File: src/rtl/interface_hcsr04_if.sv
// Ranging request/result bundle between the sonar control unit and the HC-SR04 front end.
// The front end is the slave; the control unit (plus the sensor echo line) is the master.
interface interface_hcsr04_if;
   logic        medir;
   logic        echo;
   logic        trigger;
   logic [11:0] medida;
   logic        pronto;
   logic        timeout;
   logic [3:0]  db_estado;

   modport master (
      output medir, echo,
      input  trigger, medida, pronto, timeout, db_estado
   );

   modport slave (
      input  medir, echo,
      output trigger, medida, pronto, timeout, db_estado
   );
endinterface

File: src/rtl/interface_hcsr04.sv
// HC-SR04 front end: fires the trigger pulse, times the synchronised echo and
// reports the distance in centimetres as three saturating BCD digits.
module interface_hcsr04 #(
   parameter int unsigned TRIGGER_CYCLES = 500,
   parameter int unsigned CYCLES_PER_CM  = 2941,
   parameter int unsigned TIMEOUT_CYCLES = 2_500_000
) (
   input  logic                clock,
   input  logic                reset,
   interface_hcsr04_if.slave   bus
);

   localparam int unsigned TRG_W = $clog2(TRIGGER_CYCLES + 1);
   localparam int unsigned CYC_W = (CYCLES_PER_CM > 1) ? $clog2(CYCLES_PER_CM) : 1;
   localparam int unsigned TMO_W = $clog2(TIMEOUT_CYCLES + 1);

   localparam logic [2:0] INICIAL       = 3'd0;
   localparam logic [2:0] PREPARACAO    = 3'd1;
   localparam logic [2:0] ENVIA_TRIGGER = 3'd2;
   localparam logic [2:0] ESPERA_ECHO   = 3'd3;
   localparam logic [2:0] MEDINDO       = 3'd4;
   localparam logic [2:0] ARMAZENAMENTO = 3'd5;
   localparam logic [2:0] FINAL         = 3'd6;

   logic             echo_m;
   logic             echo_s;
   logic [2:0]       state;
   logic [2:0]       state_next;
   logic             tmo_exit;
   logic [TRG_W-1:0] trg_cnt;
   logic [CYC_W-1:0] cyc_cnt;
   logic [TMO_W-1:0] tmo_cnt;
   logic [11:0]      bcd;
   logic [11:0]      bcd_inc;
   logic             timed_out;
   logic             trg_done;
   logic             tmo_hit;

   logic             trigger_q;
   logic             trigger_next;
   logic             pronto_q;
   logic             pronto_next;
   logic [3:0]       db_q;
   logic [3:0]       db_next;
   logic [11:0]      medida_q;
   logic             timeout_q;

   assign trg_done = (trg_cnt == TRG_W'(TRIGGER_CYCLES - 1));
   // >= so a timeout reached while handing over to medindo still ends the wait
   assign tmo_hit  = (tmo_cnt >= TMO_W'(TIMEOUT_CYCLES - 1));

   // Next state and next values of the state-decoded outputs
   always_comb begin
      state_next = state;
      tmo_exit   = 1'b0;
      case (state)
         INICIAL:       if (bus.medir) state_next = PREPARACAO;
         PREPARACAO:    state_next = ENVIA_TRIGGER;
         ENVIA_TRIGGER: if (trg_done) state_next = ESPERA_ECHO;
         ESPERA_ECHO: begin
            if (echo_s) begin
               state_next = MEDINDO;
            end else if (tmo_hit) begin
               state_next = ARMAZENAMENTO;
               tmo_exit   = 1'b1;
            end
         end
         MEDINDO: begin
            if (!echo_s) begin
               state_next = ARMAZENAMENTO;
            end else if (tmo_hit) begin
               state_next = ARMAZENAMENTO;
               tmo_exit   = 1'b1;
            end
         end
         ARMAZENAMENTO: state_next = FINAL;
         FINAL:         state_next = INICIAL;
         default:       state_next = INICIAL;
      endcase

      trigger_next = (state_next == ENVIA_TRIGGER);
      pronto_next  = (state_next == FINAL);
      db_next      = (state_next <= FINAL) ? {1'b0, state_next} : 4'hF;
   end

   // Saturating three-digit BCD increment
   always_comb begin
      bcd_inc = bcd;
      if (bcd != 12'h999) begin
         if (bcd[3:0] != 4'd9) begin
            bcd_inc[3:0] = bcd[3:0] + 4'd1;
         end else begin
            bcd_inc[3:0] = 4'd0;
            if (bcd[7:4] != 4'd9) begin
               bcd_inc[7:4] = bcd[7:4] + 4'd1;
            end else begin
               bcd_inc[7:4]  = 4'd0;
               bcd_inc[11:8] = bcd[11:8] + 4'd1;
            end
         end
      end
   end

   // State register and its decoded outputs
   always_ff @(posedge clock) begin
      if (!reset) begin
         state     <= INICIAL;
         trigger_q <= 1'b0;
         pronto_q  <= 1'b0;
         db_q      <= 4'h0;
      end else begin
         state     <= state_next;
         trigger_q <= trigger_next;
         pronto_q  <= pronto_next;
         db_q      <= db_next;
      end
   end

   // Echo synchroniser, counters and result registers
   always_ff @(posedge clock) begin
      if (!reset) begin
         echo_m    <= 1'b0;
         echo_s    <= 1'b0;
         trg_cnt   <= '0;
         cyc_cnt   <= '0;
         tmo_cnt   <= '0;
         bcd       <= 12'h000;
         timed_out <= 1'b0;
         medida_q  <= 12'h000;
         timeout_q <= 1'b0;
      end else begin
         echo_m <= bus.echo;
         echo_s <= echo_m;
         case (state)
            PREPARACAO: begin
               trg_cnt   <= '0;
               cyc_cnt   <= '0;
               tmo_cnt   <= '0;
               bcd       <= 12'h000;
               timed_out <= 1'b0;
            end
            ENVIA_TRIGGER: begin
               if (!trg_done) trg_cnt <= trg_cnt + TRG_W'(1);
            end
            ESPERA_ECHO, MEDINDO: begin
               tmo_cnt <= tmo_cnt + TMO_W'(1);
               if (echo_s) begin
                  if (cyc_cnt == CYC_W'(CYCLES_PER_CM - 1)) begin
                     cyc_cnt <= '0;
                     bcd     <= bcd_inc;
                  end else begin
                     cyc_cnt <= cyc_cnt + CYC_W'(1);
                  end
               end
               if (tmo_exit) timed_out <= 1'b1;
            end
            ARMAZENAMENTO: begin
               medida_q  <= timed_out ? 12'h999 : bcd;
               timeout_q <= timed_out;
            end
            default: ;
         endcase
      end
   end

   assign bus.trigger   = trigger_q;
   assign bus.pronto    = pronto_q;
   assign bus.db_estado = db_q;
   assign bus.medida    = medida_q;
   assign bus.timeout   = timeout_q;

endmodule

File: src/flat_wrapper.sv
// flat-port wrapper written by rule: the top's interface ports become plain ports
module interface_hcsr04_flat 
#(
   parameter int unsigned TRIGGER_CYCLES = 500,
   parameter int unsigned CYCLES_PER_CM  = 2941,
   parameter int unsigned TIMEOUT_CYCLES = 2_500_000
)
  (clock, reset, bus_medir, bus_echo, bus_trigger, bus_medida, bus_pronto, bus_timeout, bus_db_estado);
  interface_hcsr04_if bus_i ();
  input  logic clock;
  input  logic reset;
  input wire logic [$bits(bus_i.medir)-1:0] bus_medir;
  input wire logic [$bits(bus_i.echo)-1:0] bus_echo;
  output wire logic [$bits(bus_i.trigger)-1:0] bus_trigger;
  output wire logic [$bits(bus_i.medida)-1:0] bus_medida;
  output wire logic [$bits(bus_i.pronto)-1:0] bus_pronto;
  output wire logic [$bits(bus_i.timeout)-1:0] bus_timeout;
  output wire logic [$bits(bus_i.db_estado)-1:0] bus_db_estado;
  assign bus_i.medir = bus_medir;
  assign bus_i.echo = bus_echo;
  assign bus_trigger = bus_i.trigger;
  assign bus_medida = bus_i.medida;
  assign bus_pronto = bus_i.pronto;
  assign bus_timeout = bus_i.timeout;
  assign bus_db_estado = bus_i.db_estado;
  interface_hcsr04 #(.TRIGGER_CYCLES(TRIGGER_CYCLES), .CYCLES_PER_CM(CYCLES_PER_CM), .TIMEOUT_CYCLES(TIMEOUT_CYCLES)) u_core (.clock(clock), .reset(reset), .bus(bus_i));
endmodule
File: config.mk
export PLATFORM = sky130hd
export DESIGN_NAME = interface_hcsr04_flat
export DESIGN_NICKNAME = d
export VERILOG_FILES = /design/src/rtl/interface_hcsr04_if.sv /design/src/rtl/interface_hcsr04.sv /design/src/flat_wrapper.sv
export SDC_FILE = /design/constraint.sdc
export NUM_CORES = 1
export LEC_CHECK = 0
export BUFFER_PORTS_ARGS = -buffer_cell sky130_fd_sc_hd__clkbuf_2
export CAP_MARGIN = 5
export CORE_ASPECT_RATIO = 1.25
export CORE_MARGIN = 8
export CORE_UTILIZATION = 42
export CTS_BUF_LIST = sky130_fd_sc_hd__clkbuf_4
export CTS_CLUSTER_SIZE = 40
export DETAILED_ROUTE_END_ITERATION = 16
export SLEW_MARGIN = 20
export SYNTH_ARGS = -nofsm -noshare
export SYNTH_HDL_FRONTEND = slang
export SYNTH_SLANG_ARGS = --single-unit
File: constraint.sdc
create_clock -name clock -period 2 [get_ports clock]
set_clock_uncertainty 0.1 [all_clocks]
set_input_delay 0.1 -clock clock [delete_from_list [all_inputs] [get_ports clock]]
set_output_delay 0.1 -clock clock [all_outputs]
set_load 0.03 [all_outputs]
Word-level counts from Yosys, hierarchy flattened
Cells that the tools add are included.
{"block": "op_classes", "n_addsub": 6, "order_cmp": 2, "eq_ne": 19, "mux": 28, "n_reduce_logical": 10}
{"cell": "12-bit two-way mux", "count": 6}
{"cell": "12-bit case mux with 2 select lines", "count": 2}
{"cell": "22-bit case mux with 2 select lines", "count": 1}
{"cell": "22-bit by 1-bit adder with 22-bit output (second input constant)", "count": 1}
{"cell": "22-bit greater-or-equal comparator (second input constant)", "count": 1}
{"cell": "3-bit case mux with 6 select lines", "count": 1}
{"cell": "9-bit case mux with 2 select lines", "count": 1}
{"cell": "4-bit two-way mux", "count": 4}
{"cell": "3-bit two-way mux", "count": 5}
{"cell": "12-bit by 1-bit adder with 12-bit output (second input constant)", "count": 1}
{"cell": "4-bit by 1-bit adder with 4-bit output (second input constant)", "count": 3}
{"cell": "12-bit == test (second input constant)", "count": 1}
{"cell": "12-bit != test (second input constant)", "count": 1}
{"cell": "9-bit by 1-bit adder with 9-bit output (second input constant)", "count": 1}
{"cell": "3-bit by 2-bit == test with 1-bit output (second input constant)", "count": 3}
{"cell": "3-bit == test (second input constant)", "count": 3}
{"cell": "9-bit == test (second input constant)", "count": 1}
{"cell": "9-bit two-way mux", "count": 1}
{"cell": "8-bit two-way mux", "count": 1}
{"cell": "2-bit by 1-bit != test with 1-bit output (second input constant)", "count": 4}
{"cell": "4-bit != test (second input constant)", "count": 2}
{"cell": "2-bit != test (second input constant)", "count": 3}
{"cell": "2-bit AND reduction", "count": 3}
{"cell": "6-bit AND reduction", "count": 1}
{"cell": "9 further kinds", "count": 14}
{"block": "totals", "register_bits": 80, "input_bits": 4}

Longest topological paths before layout
Gate-level depths: netlist of run 1.
{"block": "depth", "depth_word": 7, "ltp_mapped": 9, "mapped_depth_nobuf": 7}

Worst setup path after synthesis of run 1
No wires, ideal clock.
{"block": "synth_timing", "path_kind": "reg2reg", "from": "register u_core.state[2]", "to": "register u_core.bcd[2]", "arrival_ns": 1.843, "required_time_ns": 1.830, "path_slack_ns": -0.014, "stages_incl_launch_ff": 8, "synth_period_minus_slack_ns": 2.014, "path_cell_list": "dfxtp_1 buf_4 nor3b_4 o2bb2ai_2 o211ai_2 buf_2 or4_1 a21oi_1"}
{"block": "synth_via", "elab_chain_cells": 4, "elab_cells_between_ends": 10}
{"item": "start: declaration", "line_no": "interface_hcsr04.sv:27", "rtl": "logic [2:0] state;"}
{"item": "start signal: assignment", "line_no": "interface_hcsr04.sv:112", "rtl": "state <= state_next;"}
{"item": "3-bit by 2-bit == test with 1-bit output / 3-bit == test (equally long branches)", "line_no": "interface_hcsr04.sv:134", "rtl": "case (state)"}
{"item": "2-bit OR reduction", "line_no": "interface_hcsr04.sv:134"}
{"item": "2-bit by 1-bit != test with 1-bit output (no source line) / 2-bit nonzero test (equally long branches)"}
{"item": "4-bit AND reduction (no source line)"}
{"item": "end signal: assignment", "line_no": "interface_hcsr04.sv:150", "rtl": "bcd <= bcd_inc;"}
{"item": "end: declaration", "line_no": "interface_hcsr04.sv:33", "rtl": "logic [11:0] bcd;"}
Parallel ways exist; a longest one is shown, timed or not.
A chain may end at the register's enable or synchronous reset.

Final worst setup path of run 1
{"block": "layout_timing", "from": "register u_core.cyc_cnt[0]", "to": "register u_core.bcd[7]"}
{"block": "layout_via", "elab_chain_cells": 3}
{"item": "start: declaration", "line_no": "interface_hcsr04.sv:31", "rtl": "logic [CYC_W-1:0] cyc_cnt;"}
{"item": "start signal: assignment", "line_no": "interface_hcsr04.sv:152", "rtl": "cyc_cnt <= cyc_cnt + CYC_W'(1);"}
{"item": "12-bit == test", "line_no": "interface_hcsr04.sv:148", "rtl": "if (cyc_cnt == CYC_W'(CYCLES_PER_CM - 1)) begin"}
{"item": "2-bit by 1-bit != test with 1-bit output (no source line)"}
{"item": "5-bit AND reduction (no source line)"}
Every way passes these cells.

==> reports/results.ini, run 1 <==
[cts]
htree_levels = 3
clkSinkCount = 79
clk_latency_ns = 0.43
clock_path_buffers = 2
cts.clk_slew.worst_paths_ns = 0.13
cts_tree = built
numCtsBuffers = 9
root_buffer = clkbuf_4

[timing]
min_period_ns = 2.02
maxSlewHeadroom_pct = 66.1
finalCritPeriodShare_pct = 101
setup_violations = 1
setup_ws_ns = -0.0162
worst_pin_slew_ns = 0.507
final_max_slew_viol_count = 0
fmax_mhz = 496
rsz0062_at_grt = yes
hold_violations = 0

[synthesis]
synth_top_cell_area_share_pct = 40.6
synthesis.nets = 489
ys_seq_elements = 79
syn_inst = 475
synth_edf_count = 0
avgSynthCellArea_um2 = 8.20
synth_top_cell_by_area = dfxtp_1
synth_ff_type = dfxtp_1
yosysSeqAreaShare_pct = 40.6
synth.distinct_cells = 61
synth.cell_area_um2 = 3890
ys_warn_count = 0
async_flop_share_pct = 0
synth_area_leaders = dfxtp_1, nor2_1, a21oi_1

[route]
vias_per_cell = 5.30
first_iter_violations = 173
dr_total_vias = 3571
ant_nets = 0
post_drt_wl_per_cell_um = 13.4
wl_met2_mm = 4.29
wl_met3_um = 290
drcViolationCount = 0
dr.max_layer_used = met4
drt_wl_total_mm = 9.01
drtPass1Iterations = 5
met1_length_mm = 4.30

[global_routing]
gr-total-overflow = 0
grt.total_usage_pct = 15.0
antenna_found_initial = 0
grt_max_degree = 31
grt_pass1_wl_mm = 15.4
grt_pass1_vias = 3458

[final_layout]
syn_to_final_growth_pct = 25.3
fillerInstances = 860
final_layout_size_suffix_gt1_share_pct = 25.0
fin_area_um2 = 4880
layout_common_cells = dfxtp_1, nor2_1, buf_4
layout_commonest_cell = dfxtp_1
utilization_pct = 53.7
nNetsFinal = 560
n_antenna_cell = 0

[placement]
io_buffers = 22
gp_congestion = 0.850
hpwl_mm = 6.51
placed_area_um2 = 4520

[floorplanning]
die_w_um = 102
die_area_um2 = 12600
row_count = 39
ios = 23
die_h_um = 124
core-area_um2 = 9080
start_util_pct = 42.9

[critical_path]
critPathCaptureType = flip-flop
cp_max_fo = 6
crit_path_start_kind = flip-flop
crit-reg2reg-launch = u_core.cyc_cnt[0]$_SDFFE_PN0P_
reg2reg_to = u_core.bcd[7]$_SDFFE_PN0P_
rrSetupSlack_ns = -0.02
reg2reg_depth = 7
path_class = flip-flop to flip-flop
crit_required_ns = 2.23
crit_arrival_ns = 2.25

[power]
swShare_pct = 23.8
p_switching_mw = 0.740
cellLeakagePower_nw = 1.84
seq_power_share_pct = 51.6
pwr-share-comb_pct = 9.2
p_int_mw = 2.37
peakVddDrop_v = 0.000354
power_density_nw_per_um2 = 638
pwr-share-clk_pct = 39.1

[hold_path]
hold_start = bus_medir
hp-class = input port to flip-flop
hold_end = u_core.state[0]$_SDFF_PN0_
min_delay_path_depth = 4

[run_status]
status = finished, violations left
violations = negative setup slack

[run]
cap_violations = 0

## per-layer routing
metal	vias to the layer above	track usage (%)
li1	1842	-
met1	1673	17.9
met2	44	25.6
met3	12	3.19
met4	0	5.80
met5	-	0
## cell usage after synthesis, drive strengths merged (7+ instances only)
cell type and n:
inv 10, or3 12, dfxtp 79, a21oi 40, xnor2 7, nand3 18
o21a 8, nor2 67, nand2 39, nor3b 7, nand4 12, nand3b 10
buf 9, ha 10, o21ai 25, nor3 10, clkbuf 16
## final cells by class
class	instances	area, um2	share of cell area, %
multi-input cells	361	2280	46.7
flip-flops and latches	79	1600	32.7
repair buffers	85	624	12.8
well taps	123	154	3.15
clock inverters	5	106	2.18
clock buffers	11	82.6	1.69
inverters	10	37.5	0.769
## worst max path at each step
stage,from,to
floorplan,u_core.tmo_cnt[0]$_SDFFE_PN0P_,u_core.tmo_cnt[18]$_SDFFE_PN0P_
global placement,u_core.cyc_cnt[0]$_SDFFE_PN0P_,u_core.bcd[7]$_SDFFE_PN0P_
global route,u_core.cyc_cnt[0]$_SDFFE_PN0P_,u_core.bcd[7]$_SDFFE_PN0P_
CTS,u_core.cyc_cnt[0]$_SDFFE_PN0P_,u_core.bcd[1]$_SDFFE_PN0P_
finish,u_core.cyc_cnt[0]$_SDFFE_PN0P_,u_core.bcd[7]$_SDFFE_PN0P_
detailed placement,u_core.cyc_cnt[0]$_SDFFE_PN0P_,u_core.bcd[7]$_SDFFE_PN0P_
## cells by family after synthesis
logic type	synth area share (%)
muxes	2.15
xor gates and xnor gates	2.92
and+or+nand+nor	29.5
DFF	40.6
adders and majority gates	3.21
AOI/OAI and AO/OA	17.8
other	0.0963
buffers and inverters	3.76
## worst max-delay path: stages (launching register included)
cell,delay (ns)
dfxtp_2,0.35
inv_2,0.07
ha_4,0.12
and4b_1,0.19
and4bb_2,0.30
o211ai_4,0.13
or4_4,0.45
o32ai_2,0.22
## sequential cells by signal, summed over array words and instances, names as in the netlist
| signal | count |
|---|---|
| u_core.bus.db_estado | 3 |
| u_core.cyc_cnt | 12 |
| u_core.state | 3 |
| u_core.trg_cnt | 9 |
| u_core.echo_s | 1 |
| u_core.echo_m | 1 |
| u_core.bus.pronto | 1 |
| u_core.bus.medida | 12 |
| u_core.bus.timeout | 1 |
| u_core.timed_out | 1 |
| u_core.bcd | 12 |
| u_core.tmo_cnt | 22 |
| u_core.bus.trigger | 1 |
## what timing repair did
item | 4_1_cts | 5_1_grt
endpoints found under the hold margin | 4 | 0
setup buffers | 2 | 0
gates cloned | 0 | 0
endpoints found under the setup margin | 10 | 30
pin swaps | 4 | 11
hold buffers | 2 | 0
gates resized for setup | 7 | 30
## per-stage QoR
stage	setup slack (ns)	TNS (ns)	hold slack [ns]	total power, mW	cells
2_1_floorplan	-0.0119	-0.0198	0.127	1.80	475
3_3_place_gp	0.0201	0	0.218	1.91	654
3_5_place_dp	-0.0473	-0.0616	0.219	1.91	654
4_1_cts	0.000743	0	0.0661	3.15	674
5_1_grt	-0.0853	-0.369	0.0849	3.24	674
6_report	-0.0162	-0.0162	0.0970	3.11	674
## power groups by stage
stage	Sequential, mW	Combinational [mW]	Clock, mW
final	1.61	0.288	1.22
after global routing	1.61	0.315	1.32
after CTS	1.61	0.278	1.26
after detailed placement	1.64	0.268	0
after global placement	1.64	0.266	0
after floorplan	1.66	0.146	0
Power figures use the tool's default switching activity.
==> run 2, diff against run 1 <==
--- a/config.mk
+++ b/config.mk
@@ -13,6 +13,7 @@
 export CTS_BUF_LIST = sky130_fd_sc_hd__clkbuf_4
 export CTS_CLUSTER_SIZE = 40
 export DETAILED_ROUTE_END_ITERATION = 16
+export PLACE_DENSITY = 0.73
 export SLEW_MARGIN = 20
 export SYNTH_ARGS = -nofsm -noshare
 export SYNTH_HDL_FRONTEND = slang
==> reports/results.ini, run 2 (synthesized netlist as in run 1, its figures left out) <==
[timing]
min_period_ns = 1.98  ; -0.0382 ns
finalCritPeriodShare_pct = 98.9  ; -1.9 points
setup_ws_ns = 0.0219  ; +0.0382 ns
fmax_mhz = 506  ; +1.9%
worst_pin_slew_ns = 0.501  ; -0.00665 ns
setup_violations = 0  ; -1
maxSlewHeadroom_pct = 66.6  ; +0.44 points
final_max_slew_viol_count = 0  ; unchanged
hold_violations = 0  ; unchanged
rsz0062_at_grt = yes

[critical_path]
crit_path_start_kind = flip-flop
crit_path_start = u_core.bcd[4]$_SDFFE_PN0P_
path_class = flip-flop to flip-flop
cp_max_fo = 6  ; unchanged
worstSetupEndpoint = u_core.bcd[5]$_SDFFE_PN0P_
crit_required_ns = 2.25  ; +0.02 ns
crit-reg2reg-launch = u_core.bcd[4]$_SDFFE_PN0P_
rrSetupSlack_ns = 0.02  ; +0.04 ns
crit_arrival_ns = 2.23  ; -0.02 ns
critPathCaptureType = flip-flop
reg2reg_to = u_core.bcd[5]$_SDFFE_PN0P_
reg2reg_depth = 7  ; unchanged

[power]
cellLeakagePower_nw = 1.78  ; -3.6%
p_int_mw = 1.96  ; -17%
power_density_nw_per_um2 = 562  ; -12%
swShare_pct = 26.7  ; +3.0 points
pwr-share-comb_pct = 10.8  ; +1.6 points
seq_power_share_pct = 60.1  ; +8.5 points
p_switching_mw = 0.716  ; -3.3%
peakVddDrop_v = 0.000295  ; -17%
pwr-share-clk_pct = 29.1  ; -10 points
total_power_mw = 2.68  ; -14%

[cts]
cts.clk_slew.worst_paths_ns = 0.12  ; about the same
root_buffer = clkbuf_4
htree_levels = 3  ; unchanged
numCtsBuffers = 9  ; unchanged
clock_path_buffers = 2  ; unchanged
clkSinkCount = 79  ; unchanged
cts_tree = built
clk_latency_ns = 0.42  ; about the same

[run_status]
status = finished, final reports clean

[final_layout]
fin_cells = 670  ; -0.59%
seq_area_um2 = 1590  ; -0.24%
multi_input_area_um2 = 2300  ; +0.82%
largest_register = u_core.tmo_cnt
layout_commonest_cell = dfxtp_1
largest_reg_flops = 22  ; unchanged
fillerInstances = 875  ; +1.7%
syn_to_final_growth_pct = 22.4
nNetsFinal = 556  ; -0.71%
fin_area_um2 = 4770  ; -2.3%
layout_common_cells = dfxtp_1, nor2_1, buf_4
final_layout_size_suffix_gt1_share_pct = 24.4  ; -0.69 points

[floorplanning]
start_util_pct = 42.9  ; unchanged
die_h_um = 124  ; unchanged
die_area_um2 = 12600  ; unchanged
die_w_um = 102  ; unchanged
row_count = 39  ; unchanged
ios = 23  ; unchanged
core-area_um2 = 9080  ; unchanged

[route]
first_iter_violations = 195  ; +13%
drcViolationCount = 0  ; unchanged
drtPass1Iterations = 4  ; -1
wl_met2_mm = 4.43  ; +3.3%
ant_nets = 0  ; unchanged
wl_met3_um = 311  ; +7.2%
vias_per_cell = 5.39  ; +1.7%
drt_wl_total_mm = 9.20  ; +2.1%
dr_total_vias = 3610  ; +1.1%
met1_length_mm = 4.33  ; +0.77%
post_drt_wl_per_cell_um = 13.7  ; +2.7%
dr.max_layer_used = met4

[global_routing]
grt_pass1_wl_mm = 14.8  ; -4.0%
gr-total-overflow = 0  ; unchanged
grt_max_degree = 31  ; unchanged
grt_pass1_vias = 3272  ; -5.4%
antenna_found_initial = 1  ; +1
grt.total_usage_pct = 14.6  ; -0.38 points

[placement]
gp_congestion = 0.824  ; -3.1%
hpwl_mm = 6.31  ; -3.0%
io_buffers = 22  ; unchanged
dpl_worst_slack_ns = 0.00794  ; +0.0552 ns
dp.cells = 647  ; -1.1%
placed_area_um2 = 4460  ; -1.2%

[run]
cap_violations = 0  ; unchanged

[hold_path]
hp-class = input port to flip-flop

## run 2: cell count changes in the layout (fill, tap and decap cells not counted), moves of 2 or more
cell,delta
o21ai_0,-2
dfxtp_1,+3
nor2_2,+2
a21boi_0,-2
nor2_1,-2
dfxtp_2,-3
a21boi_1,+2
or3_4,-2
clkinv_2,+3
bufinv_16,-3
o21ai_1,+2
or3_1,+2
buf_4,-3
## run 2: how the worst min path moves through the flow
stage,from,end,slack [ns],depth (start not counted)
after floorplan,bus_echo,u_core.echo_m$_SDFF_PN0_,0.13,1
after global placement,bus_echo,u_core.echo_m$_SDFF_PN0_,0.21,2
after global routing,bus_medir,u_core.bus.db_estado[0]$_SDFF_PN0_,0.11,4
after CTS,bus_medir,u_core.bus.db_estado[0]$_SDFF_PN0_,0.07,4
final,bus_medir,u_core.bus.db_estado[0]$_SDFF_PN0_,0.09,4
after detailed placement,bus_echo,u_core.echo_m$_SDFF_PN0_,0.21,2
## run 2: through the flow
stage	setup TNS (ns)	util, %	hold WS (ns)
CTS	-0.00221	50.7	0.0688
floorplan	-0.0198	-	0.127
global route	-0.0746	52.5	0.106
detailed placement	0	49.2	0.210
global placement	0	49.2	0.210
finish	0	52.5	0.0939
## run 2: critical path: stages (launching register included)
cell and delay [ns]:
dfxtp_1 0.42, ha_4 0.16, nand3b_1 0.11, or4_4 0.51, o211ai_4 0.15, buf_6 0.15, nand2b_4 0.12, mux2i_1 0.18
## run 2: metal layers
layer	global-route usage (%)	up-vias
met3	3.02	9
met5	0	-
li1	-	1831
met2	24.6	53
met4	6.72	0
met1	17.4	1717
## run 2: final cells by class
| cell class | instances | area share (%) |
|---|---|---|
| inverters | 10 | 0.788 |
| clock inverters | 5 | 0.551 |
| well taps | 123 | 3.23 |
| repair buffers | 81 | 12.2 |
| flip-flops and latches | 79 | 33.4 |
| clock buffers | 10 | 1.58 |
| multi-input cells | 361 | 48.2 |
| diodes | 1 | 0.0525 |
## run 2: power groups by stage
| stage | registers (mW) | clock network, mW | logic [mW] |
|---|---|---|---|
| CTS | 1.61 | 0.816 | 0.267 |
| finish | 1.61 | 0.780 | 0.289 |
| global route | 1.61 | 0.869 | 0.315 |
| floorplan | 1.66 | 0 | 0.146 |
| detailed placement | 1.64 | 0 | 0.259 |
| global placement | 1.64 | 0 | 0.255 |
## run 2: timing repair
| action | in CTS | in global routing |
|---|---|---|
| cloned | 0 | 1 |
| setup endpoints to repair | 2 | 36 |
| pin swaps | 0 | 8 |
| hold endpoints to repair | 4 | 0 |
| gates resized for setup | 3 | 40 |
| setup buffers | 0 | 4 |
| hold buffers | 2 | 0 |
==> run 3, diff against run 2 <==
--- a/config.mk
+++ b/config.mk
@@ -14,6 +14,7 @@
 export CTS_CLUSTER_SIZE = 40
 export DETAILED_ROUTE_END_ITERATION = 16
 export PLACE_DENSITY = 0.73
+export RECOVER_POWER = 50
 export SLEW_MARGIN = 20
 export SYNTH_ARGS = -nofsm -noshare
 export SYNTH_HDL_FRONTEND = slang
==> reports/results.ini, run 3 (synthesized netlist as in run 1, its figures left out) <==
[timing]
maxSlewHeadroom_pct = 64.6  ; -1.9 points
rsz0062_at_grt = yes
worst_pin_slew_ns = 0.530  ; +0.0289 ns
final_max_slew_viol_count = 0  ; unchanged
fmax_mhz = 505  ; -0.11%
hold_slack_ns = 0.0971  ; +0.00321 ns
min_period_ns = 1.98  ; +0.00226 ns
hold_violations = 0  ; unchanged
finalCritPeriodShare_pct = 99.0  ; +0.11 points
setup_violations = 0  ; unchanged

[critical_path]
critPathCaptureType = flip-flop
crit_required_ns = 2.25  ; about the same
cp_max_fo = 6  ; unchanged
crit_arrival_ns = 2.23  ; about the same
crit_path_start_kind = flip-flop
cpMaxStageDelayCell = or4_4
crit_path_cell_trace = ha_4 > nand3b_1 > or4_4 > o211ai_4 > buf_6 > nand2b_4 > mux2i_1
path_class = flip-flop to flip-flop
slowest_delay_ns = 0.51  ; about the same

[final_layout]
final_layout_size_suffix_gt1_share_pct = 20.9  ; -3.5 points
fillerInstances = 883  ; +0.91%
seq_area_um2 = 1590  ; unchanged
nNetsFinal = 556  ; unchanged
syn_to_final_growth_pct = 21.8
multi_input_area_um2 = 2300  ; unchanged
largest_register = u_core.tmo_cnt
largest_reg_flops = 22  ; unchanged
layout_common_cells = dfxtp_1, nor2_1, buf_4
layout_commonest_cell = dfxtp_1
fin_cells = 670  ; unchanged

[power]
power_density_nw_per_um2 = 564  ; +0.47%
cellLeakagePower_nw = 1.71  ; -3.6%
peakVddDrop_v = 0.000296  ; +0.51%

[global_routing]
grt.total_usage_pct = 14.6  ; unchanged
antenna_found_initial = 1  ; unchanged
grt_max_degree = 31  ; unchanged
gr-total-overflow = 0  ; unchanged
grt_pass1_wl_mm = 14.8  ; unchanged
grt_pass1_vias = 3272  ; unchanged

[cts]
cts.clk_slew.worst_paths_ns = 0.12  ; about the same
clkSinkCount = 79  ; unchanged
htree_levels = 3  ; unchanged
numCtsBuffers = 9  ; unchanged
cts_tree = built
clk_latency_ns = 0.42  ; about the same
clock_path_buffers = 2  ; unchanged
root_buffer = clkbuf_4

[route]
ant_nets = 0  ; unchanged
drtPass1Iterations = 4  ; unchanged
dr_total_vias = 3596  ; -0.39%
first_iter_violations = 197  ; +1.0%
drt_wl_total_mm = 9.27  ; +0.73%
vias_per_cell = 5.37  ; -0.39%
post_drt_wl_per_cell_um = 13.8  ; +0.73%
drcViolationCount = 0  ; unchanged

[placement]
io_buffers = 22  ; unchanged
gp_congestion = 0.824  ; unchanged
hpwl_mm = 6.31  ; unchanged
dp.cells = 647  ; unchanged

[run_status]
status = finished, final reports clean

[floorplanning]
row_count = 39  ; unchanged
ios = 23  ; unchanged
die_h_um = 124  ; unchanged
start_util_pct = 42.9  ; unchanged
die_area_um2 = 12600  ; unchanged
core-area_um2 = 9080  ; unchanged
die_w_um = 102  ; unchanged

[run]
cap_violations = 0  ; unchanged

[hold_path]
hp-class = input port to flip-flop

## run 3: final cells by class
class	count	area share [%]
well taps	123	3.25
inverters	10	0.792
diodes	1	0.0528
clock buffers	10	1.58
multi-input cells	361	48.4
flip-flops and latches	79	33.6
repair buffers	81	11.8
clock inverters	5	0.554
## run 3: per-stage QoR
step / util [%] / setup WS (ns) / TNS [ns] / power (mW) / area, um2
6_report: 52.2 / 0.0197 / 0 / 2.68 / 4740
5_1_grt: 52.2 / -0.0241 / -0.0746 / 2.79 / 4740
4_1_cts: 50.7 / -0.00221 / -0.00221 / 2.69 / 4600
3_5_place_dp: 49.2 / 0.00794 / 0 / 1.90 / 4460
3_3_place_gp: 49.2 / 0.0342 / 0 / 1.90 / 4460
2_1_floorplan: - / -0.0119 / -0.0198 / 1.80 / 3910
## run 3: timing repair
item | in CTS | in global routing
setup endpoints to repair | 2 | 36
setup buffers | 0 | 4
gates resized for setup | 3 | 40
pin swaps | 0 | 8
endpoints found under the hold margin | 4 | 0
hold buffers | 2 | 0
gates cloned | 0 | 1
## run 3: path summary, 6_finish.rpt
check,startpoint,endpoint,slack [ns],depth (start not counted)
worst max-delay path,u_core.bcd[4]$_SDFFE_PN0P_,u_core.bcd[5]$_SDFFE_PN0P_,0.02,7
worst min-delay path,bus_medir,u_core.bus.db_estado[0]$_SDFF_PN0_,0.1,4
worst max register to register,u_core.bcd[4]$_SDFFE_PN0P_,u_core.bcd[5]$_SDFFE_PN0P_,0.02,7
worst min register to register,u_core.echo_m$_SDFF_PN0_,u_core.echo_s$_SDFF_PN0_,0.36,1
## run 3: critical path, delay by kind of cell, from the launching register on
kind / cells / cell delay [ns]
AND/OR/NAND/NOR: 3 / 0.74
flip-flops: 1 / 0.42
multiplexers: 1 / 0.19
adder cells (fa/ha/maj): 1 / 0.16
AO/OA/AOI/OAI: 1 / 0.15
buffers and inverters: 1 / 0.15
## run 3: per-layer routing
layer  wire (um)  global-route usage (%)  up-vias
met2        4490                    24.6       59
met5           0                       0        -
met4         114                    6.72        0
met1        4360                    17.4     1697
li1            -                       -     1833
met3         307                    3.02        7
## run 3: report_power, final
group          switching (mW)  leakage (nW)  internal (mW)
logic                   0.172          1.01          0.115
registers              0.0168         0.641           1.59
clock network           0.528        0.0595          0.253
total                   0.717          1.71           1.96
